### src/rtl/tdes_ahb_slave.sv
// AHB-Lite slave front end for the Triple-DES accelerator.
// Decodes bus writes into mode/key/data registers, pulses the core start,
// returns result/status on reads, stalls while the core is busy and gives
// the two-cycle ERROR response on illegal accesses.
module tdes_ahb_slave #(
   parameter logic [27:0] BASE_ADDR    = 28'hAAAAAAA,
   parameter bit          CHECK_HTRANS = 1'b0
) (
   input  logic        HCLK,
   input  logic        HRESET,
   input  logic        HSEL,
   input  logic [31:0] HADDR,
   input  logic        HWRITE,
   input  logic [1:0]  HTRANS,
   input  logic [2:0]  HSIZE,
   input  logic [2:0]  HBURST,
   input  logic [3:0]  HPROT,
   input  logic        HMASTLOCK,
   input  logic        HREADY,
   input  logic [63:0] HWDATA,
   output logic [63:0] HRDATA,
   output logic        HREADYOUT,
   output logic        HRESP,
   output logic        enc_dec,
   output logic [63:0] key1,
   output logic [63:0] key2,
   output logic [63:0] key3,
   output logic [63:0] data_in,
   output logic        start,
   input  logic [63:0] data_out,
   input  logic        done
);

   localparam logic [3:0] OFF_MODE   = 4'd0;
   localparam logic [3:0] OFF_KEY1   = 4'd1;
   localparam logic [3:0] OFF_KEY2   = 4'd2;
   localparam logic [3:0] OFF_KEY3   = 4'd3;
   localparam logic [3:0] OFF_DATA   = 4'd4;
   localparam logic [3:0] OFF_RESULT = 4'd5;
   localparam logic [3:0] OFF_STATUS = 4'd6;

   // ST_IDLE covers both "no transfer" and a zero-wait data phase (dp_valid_r)
   typedef enum logic [1:0] {
      ST_IDLE  = 2'd0,
      ST_STALL = 2'd1,
      ST_ERR1  = 2'd2,
      ST_ERR2  = 2'd3
   } state_t;

   // Offsets 7-F, writes to read-only regs, reads of write-only regs and
   // non-64-bit sizes to the 64-bit regs are refused.
   function automatic logic access_illegal(input logic [3:0] off, input logic wr, input logic [2:0] size);
      logic bad;
      if (off > OFF_STATUS) bad = 1'b1;
      else if (wr && (off >= OFF_RESULT)) bad = 1'b1;
      else if (!wr && (off <= OFF_DATA)) bad = 1'b1;
      else if ((off >= OFF_KEY1) && (off <= OFF_RESULT) && (size != 3'b011)) bad = 1'b1;
      else bad = 1'b0;
      return bad;
   endfunction

   state_t      state_r, state_nxt_s;
   logic        dp_valid_r, dp_valid_nxt_s;
   logic        dp_write_r, dp_write_nxt_s;
   logic [3:0]  dp_off_r, dp_off_nxt_s;
   logic        busy_r, busy_nxt_s;
   logic        rv_r, rv_nxt_s;
   logic [63:0] result_r, result_nxt_s;
   logic [63:0] hrdata_r, hrdata_nxt_s;
   logic        hreadyout_r, hreadyout_nxt_s;
   logic        hresp_r, hresp_nxt_s;
   logic        enc_dec_r, start_r;
   logic [63:0] key1_r, key2_r, key3_r, data_in_r;

   logic addr_hit_s, wr_done_s, rd_done_s, core_done_s, start_data_s, stall_req_s;
   logic unused_s;

   assign unused_s     = ^{HBURST, HPROT, HMASTLOCK, HTRANS[0]};
   assign addr_hit_s   = HSEL & HREADY & (HADDR[31:4] == BASE_ADDR) & (CHECK_HTRANS ? HTRANS[1] : 1'b1);
   assign wr_done_s    = (state_r == ST_IDLE) & dp_valid_r & dp_write_r;
   assign rd_done_s    = (state_r == ST_IDLE) & dp_valid_r & ~dp_write_r;
   assign core_done_s  = done & busy_r;
   assign start_data_s = wr_done_s & (dp_off_r == OFF_DATA);
   // Stall is judged against the busy value that will hold in the data phase
   assign stall_req_s  = busy_nxt_s & ((HWRITE & (HADDR[3:0] == OFF_DATA)) |
                                       (~HWRITE & (HADDR[3:0] == OFF_RESULT)));

   // Next values of core status and result registers
   always_comb begin
      busy_nxt_s   = busy_r;
      rv_nxt_s     = rv_r;
      result_nxt_s = result_r;
      if (start_data_s) busy_nxt_s = 1'b1;
      else if (core_done_s) busy_nxt_s = 1'b0;
      else busy_nxt_s = busy_r;
      if (core_done_s) begin
         rv_nxt_s     = 1'b1;
         result_nxt_s = data_out;
      end else if (rd_done_s && (dp_off_r == OFF_RESULT)) begin
         rv_nxt_s = 1'b0;
      end else begin
         rv_nxt_s = rv_r;
      end
   end

   // Transfer FSM next state and registered bus response values
   always_comb begin
      state_nxt_s    = state_r;
      dp_valid_nxt_s = 1'b0;
      dp_write_nxt_s = dp_write_r;
      dp_off_nxt_s   = dp_off_r;
      hrdata_nxt_s   = 64'd0;
      case (state_r)
         ST_STALL: begin
            dp_valid_nxt_s = 1'b1;
            if (core_done_s) state_nxt_s = ST_IDLE;
            else state_nxt_s = ST_STALL;
         end
         ST_ERR1: state_nxt_s = ST_ERR2;
         ST_IDLE, ST_ERR2: begin
            if (addr_hit_s) begin
               dp_write_nxt_s = HWRITE;
               dp_off_nxt_s   = HADDR[3:0];
               if (access_illegal(HADDR[3:0], HWRITE, HSIZE)) begin
                  state_nxt_s = ST_ERR1;
               end else if (stall_req_s) begin
                  state_nxt_s    = ST_STALL;
                  dp_valid_nxt_s = 1'b1;
               end else begin
                  state_nxt_s    = ST_IDLE;
                  dp_valid_nxt_s = 1'b1;
               end
            end else begin
               state_nxt_s = ST_IDLE;
            end
         end
         default: state_nxt_s = ST_IDLE;
      endcase
      hreadyout_nxt_s = ~((state_nxt_s == ST_STALL) | (state_nxt_s == ST_ERR1));
      hresp_nxt_s     = (state_nxt_s == ST_ERR1) | (state_nxt_s == ST_ERR2);
      if ((state_nxt_s == ST_IDLE) && dp_valid_nxt_s && !dp_write_nxt_s) begin
         case (dp_off_nxt_s)
            OFF_RESULT: hrdata_nxt_s = result_nxt_s;
            OFF_STATUS: hrdata_nxt_s = {62'd0, rv_nxt_s, busy_nxt_s};
            default:    hrdata_nxt_s = 64'd0;
         endcase
      end else begin
         hrdata_nxt_s = 64'd0;
      end
   end

   // FSM, data-phase attributes, status and bus response registers
   always_ff @(posedge HCLK or negedge HRESET) begin
      if (!HRESET) begin
         state_r     <= ST_IDLE;
         dp_valid_r  <= 1'b0;
         dp_write_r  <= 1'b0;
         dp_off_r    <= 4'd0;
         busy_r      <= 1'b0;
         rv_r        <= 1'b0;
         result_r    <= 64'd0;
         hrdata_r    <= 64'd0;
         hreadyout_r <= 1'b1;
         hresp_r     <= 1'b0;
         start_r     <= 1'b0;
      end else begin
         state_r     <= state_nxt_s;
         dp_valid_r  <= dp_valid_nxt_s;
         dp_write_r  <= dp_write_nxt_s;
         dp_off_r    <= dp_off_nxt_s;
         busy_r      <= busy_nxt_s;
         rv_r        <= rv_nxt_s;
         result_r    <= result_nxt_s;
         hrdata_r    <= hrdata_nxt_s;
         hreadyout_r <= hreadyout_nxt_s;
         hresp_r     <= hresp_nxt_s;
         start_r     <= start_data_s;
      end
   end

   // Configuration and data registers load at the end of a completed write
   always_ff @(posedge HCLK or negedge HRESET) begin
      if (!HRESET) begin
         enc_dec_r <= 1'b0;
         key1_r    <= 64'd0;
         key2_r    <= 64'd0;
         key3_r    <= 64'd0;
         data_in_r <= 64'd0;
      end else if (wr_done_s) begin
         case (dp_off_r)
            OFF_MODE: enc_dec_r <= HWDATA[0];
            OFF_KEY1: key1_r    <= HWDATA;
            OFF_KEY2: key2_r    <= HWDATA;
            OFF_KEY3: key3_r    <= HWDATA;
            OFF_DATA: data_in_r <= HWDATA;
            default:  ;
         endcase
      end
   end

   assign HRDATA    = hrdata_r;
   assign HREADYOUT = hreadyout_r;
   assign HRESP     = hresp_r;
   assign enc_dec   = enc_dec_r;
   assign key1      = key1_r;
   assign key2      = key2_r;
   assign key3      = key3_r;
   assign data_in   = data_in_r;
   assign start     = start_r;

endmodule

### config.mk
export PLATFORM = sky130hd
export DESIGN_NAME = tdes_ahb_slave
export DESIGN_NICKNAME = d
export VERILOG_FILES = /design/src/rtl/tdes_ahb_slave.sv
export SDC_FILE = /design/constraint.sdc
export NUM_CORES = 1
export LEC_CHECK = 0
export BUFFER_PORTS_ARGS = -buffer_cell sky130_fd_sc_hd__buf_2
export CORE_AREA = 5 5 193 195
export DETAILED_ROUTE_END_ITERATION = 8
export DIE_AREA = 0 0 198 200
export PLACE_DENSITY = 0.71
export SETUP_SLACK_MARGIN = 0.5
export SYNTH_ARGS = -nofsm -noshare
export SYNTH_HDL_FRONTEND = slang
export SYNTH_SLANG_ARGS = --single-unit
### constraint.sdc
create_clock -name HCLK -period 3.8 [get_ports HCLK]
set_clock_uncertainty 0.05 [all_clocks]
set_input_delay 0 -clock HCLK [delete_from_list [all_inputs] [get_ports HCLK]]
set_output_delay 0 -clock HCLK [all_outputs]
set_load 0.05 [all_outputs]
==> results.toml <==
[final_layout]
drive_gt1_share_pct = 54.1
layoutNonFillerInstCount = 2187
areaGrowthSynthToFinish_pct = 38.7
layout_common_cells = "491 x buf_2, 396 x dfrtp_1, 260 x mux2_2, 196 x nand2_1, 139 x dlygate4sd3_1"
fin_nets = 1877
fill_cells = 2660
antenna_cells = 0
final_common_cell = "buf_2"

[power_and_ir_drop]
switching_power_uw = 2500
power.leakage_uw = 0.0101
ir_worst_vdd_mv = 0.427
power_frac_seq_pct = 45.2
p_sw_share_pct = 25.2
clockPowerShare_pct = 42.8
power.internal_uw = 7430
powerDensity_mw_per_mm2 = 465
pwr-share-comb_pct = 12.0

[synth]
synth-seq-cells = 397
synth_area_leaders = "dfrtp_1 64%, mux2_2 19%, nor4b_2 5.8%"
syn-num-nets = 1232
synth_top_area_share_pct = 64.3
ys.flop_type = "dfrtp_1"
seq_area_frac_synth_pct = 64.4
synth_edf_count = 0
avgSynthCellArea_um2 = 14.7
syn_inst = 1049
yosysUniqueCellTypes = 53
syn_area_mm2 = 0.0154
yosysTopAreaCell = "dfrtp_1"
async_flop_share_pct = 100
synth_warnings = 0

[worst_setup_path]
path_class = "register to register"
path_cells = "inv_1 > ha_1 > nand3_1 > or4_2 > o21ai_0 > nand4_1 > a32o_1 > ha_1 > nand3_4 > clkbuf_16 > nor4b_2"
start_kind = "register"
cp_num_buf_inv = 2
cp_num_cells = 11
worstPathRequired_ns = 4.11
endpoint_kind = "register"
cp.arrival_ns = 3.37
crit_family = "simple AND/OR/NAND/NOR gates"
crit_slowest_cell = "or4_2"
ff2ff_path_depth = 11
crit_top_cell = "ha_1"
critPathMaxFanout = 21
slowest_delay_ns = 0.63

[detailed_routing]
wl_per_cell_um = 21.0
drtPass1Iterations = 5
vias = 11003
antenna_left = 0
vias_per_cell = 5.03
drt_iter0_markers = 489
drc = 0
wirelength_um = 46000

[sta]
relSlewSlack_pct = 27.5
setup_viol = 0
finalMaxSlewViolations = 0
hold_violations = 0
fin_ws_ns = 0.739
tns_ns = 0
tightest_slew_ns = 1.09
min_period_over_period_pct = 80.6
period_minus_slack_ns = 3.06
rsz0062_at_grt = "false"
max_freq_mhz = 327

[clocking]
clk_latency_ns = 0.54
clockBufferDepth = 3
cts_buffers = 42
root_buffer = "clkbuf_16"
h-tree-depth = 2
path_clk_slew_ns = 0.06
cts_sinks = 397
cts_tree = "done"

[global_routing]
grt-busiest-layer = "met2"
gr-total-overflow = 0
antenna_found_initial = 0
met3_usage_pct = 7.87
use_met2_pct = 38.2
grt_use_met1_pct = 26.9
grt_pass1_wl_um = 69900
grt_util_all_layers_pct = 22.4
grt_start_max_net_pins = 115
grt_pass1_vias = 12222

[placement]
pre_cts_ws_ns = 0.590
dp_cells = 1962
portBuffers = 492
dp_hpwl_um = 30700
gp_congestion = 0.810

[run]
maxCapViolCount = 0

[min_path]
hold_depth = 6
hold_class = "input pin to register"

[die]
die_y_um = 200
num_rows = 69
die_w_um = 198
initial_core_util_pct = 43.8
design.die.area_mm2 = 0.0396
core_mm2 = 0.0352
ios = 503

[run_status]
status = "finished clean"
[cell families after synthesis]
family	after synthesis	synth area share, %
compound gates	20	0.884
fa+ha+maj	4	0.325
buf+inv	68	2.17
simple gates	299	13.2
xor+xnor	1	0.0568
mux	260	19.0
flops	397	64.4
[area by class of cell]
class,instances,area (µm²),share of cell area [%]
Clock buffer,64,1270,5.96
Clock inverter,12,178,0.831
Inverter,8,30.0,0.140
Multi-Input combinational cell,584,5200,24.3
Sequential cell,397,9940,46.5
Tap cell,461,577,2.70
Timing Repair Buffer,661,4190,19.6
[flip-flops by register name, summed over array words and instances, names as in the netlist]
name / flops
enc_dec: 1
dp_valid_r: 1
HRDATA: 64
rv_r: 1
data_in: 64
key2: 64
result_r: 64
key1: 64
dp_write_r: 1
HREADYOUT: 1
dp_off_r: 4
start: 1
key3: 64
HRESP: 1
busy_r: 1
state_r: 1
[synth_stat cells, types with 2 or more instances]
cell / number
dfrtp_1: 396
mux2_2: 260
nand2_1: 197
nor4b_2: 60
buf_2: 27
clkbuf_1: 22
inv_1: 7
o21ai_0: 6
buf_6: 5
and4bb_2: 4
buf_1: 4
ha_1: 4
nand3_1: 4
a211oi_1: 3
a21oi_1: 3
nor2_1: 3
nor3_2: 3
nor4b_1: 3
buf_4: 2
nor3_1: 2
nor3b_1: 2
[layer usage]
metal / wire, µm / vias up
li1: - / 4928
met1: 17400 / 5550
met2: 22800 / 444
met3: 4350 / 81
met4: 1490 / 0
met5: 0 / -
[final timing paths]
kind | from | to | slack (ns)
min in group asynchronous | HRESET | result_r[51] | 0.09
max in group asynchronous | HRESET | data_in[53] | 2.48
max | HRESP | HRDATA[25] | 0.74
min reg2reg | data_in[7] | data_in[7] | 0.42
max reg2reg | HRESP | HRDATA[25] | 0.74
min | HADDR[26] | dp_off_r[1] | 0.04
[what timing repair did]
| item | CTS | global route |
|---|---|---|
| buffers inserted | 0 | 9 |
| hold buffers | 139 | 0 |
| hold endpoints to repair | 501 | 0 |
| gates resized for setup | 0 | 2 |
| endpoints found under the setup margin | 0 | 52 |
[metrics by stage]
| stage | util [%] | hold slack (ns) | instance area [µm²] | power, µW |
|---|---|---|---|---|
| final | 60.7 | 0.0366 | 21400 | 9940 |
| after global routing | 60.7 | 0.0557 | 21400 | 10300 |
| after CTS | 60.4 | 0.000437 | 21300 | 10000 |
| after detailed placement | 52.3 | 0.0889 | 18400 | 5620 |
| after global placement | 52.3 | 0.0817 | 18400 | 5590 |
| after floorplan | - | -0.346 | 15400 | 5200 |
[power by group through the flow]
stage	registers [µW]	logic (µW)	clock network [µW]
2_1_floorplan	4930	273	0
3_3_place_gp	4550	1050	0
3_5_place_dp	4560	1060	0
4_1_cts	4490	1180	4340
5_1_grt	4500	1260	4490
6_report	4490	1190	4260
[worst reg2reg max path: stages (launching register included)]
cell and delay, ns:
dfrtp_1 0.39, inv_1 0.09, ha_1 0.19, nand3_1 0.11, or4_2 0.63, o21ai_0 0.17, nand4_1 0.19, a32o_1 0.27
ha_1 0.24, nand3_4 0.21, clkbuf_16 0.30, nor4b_2 0.08
Note: power is estimated with default switching activity, not from simulation.
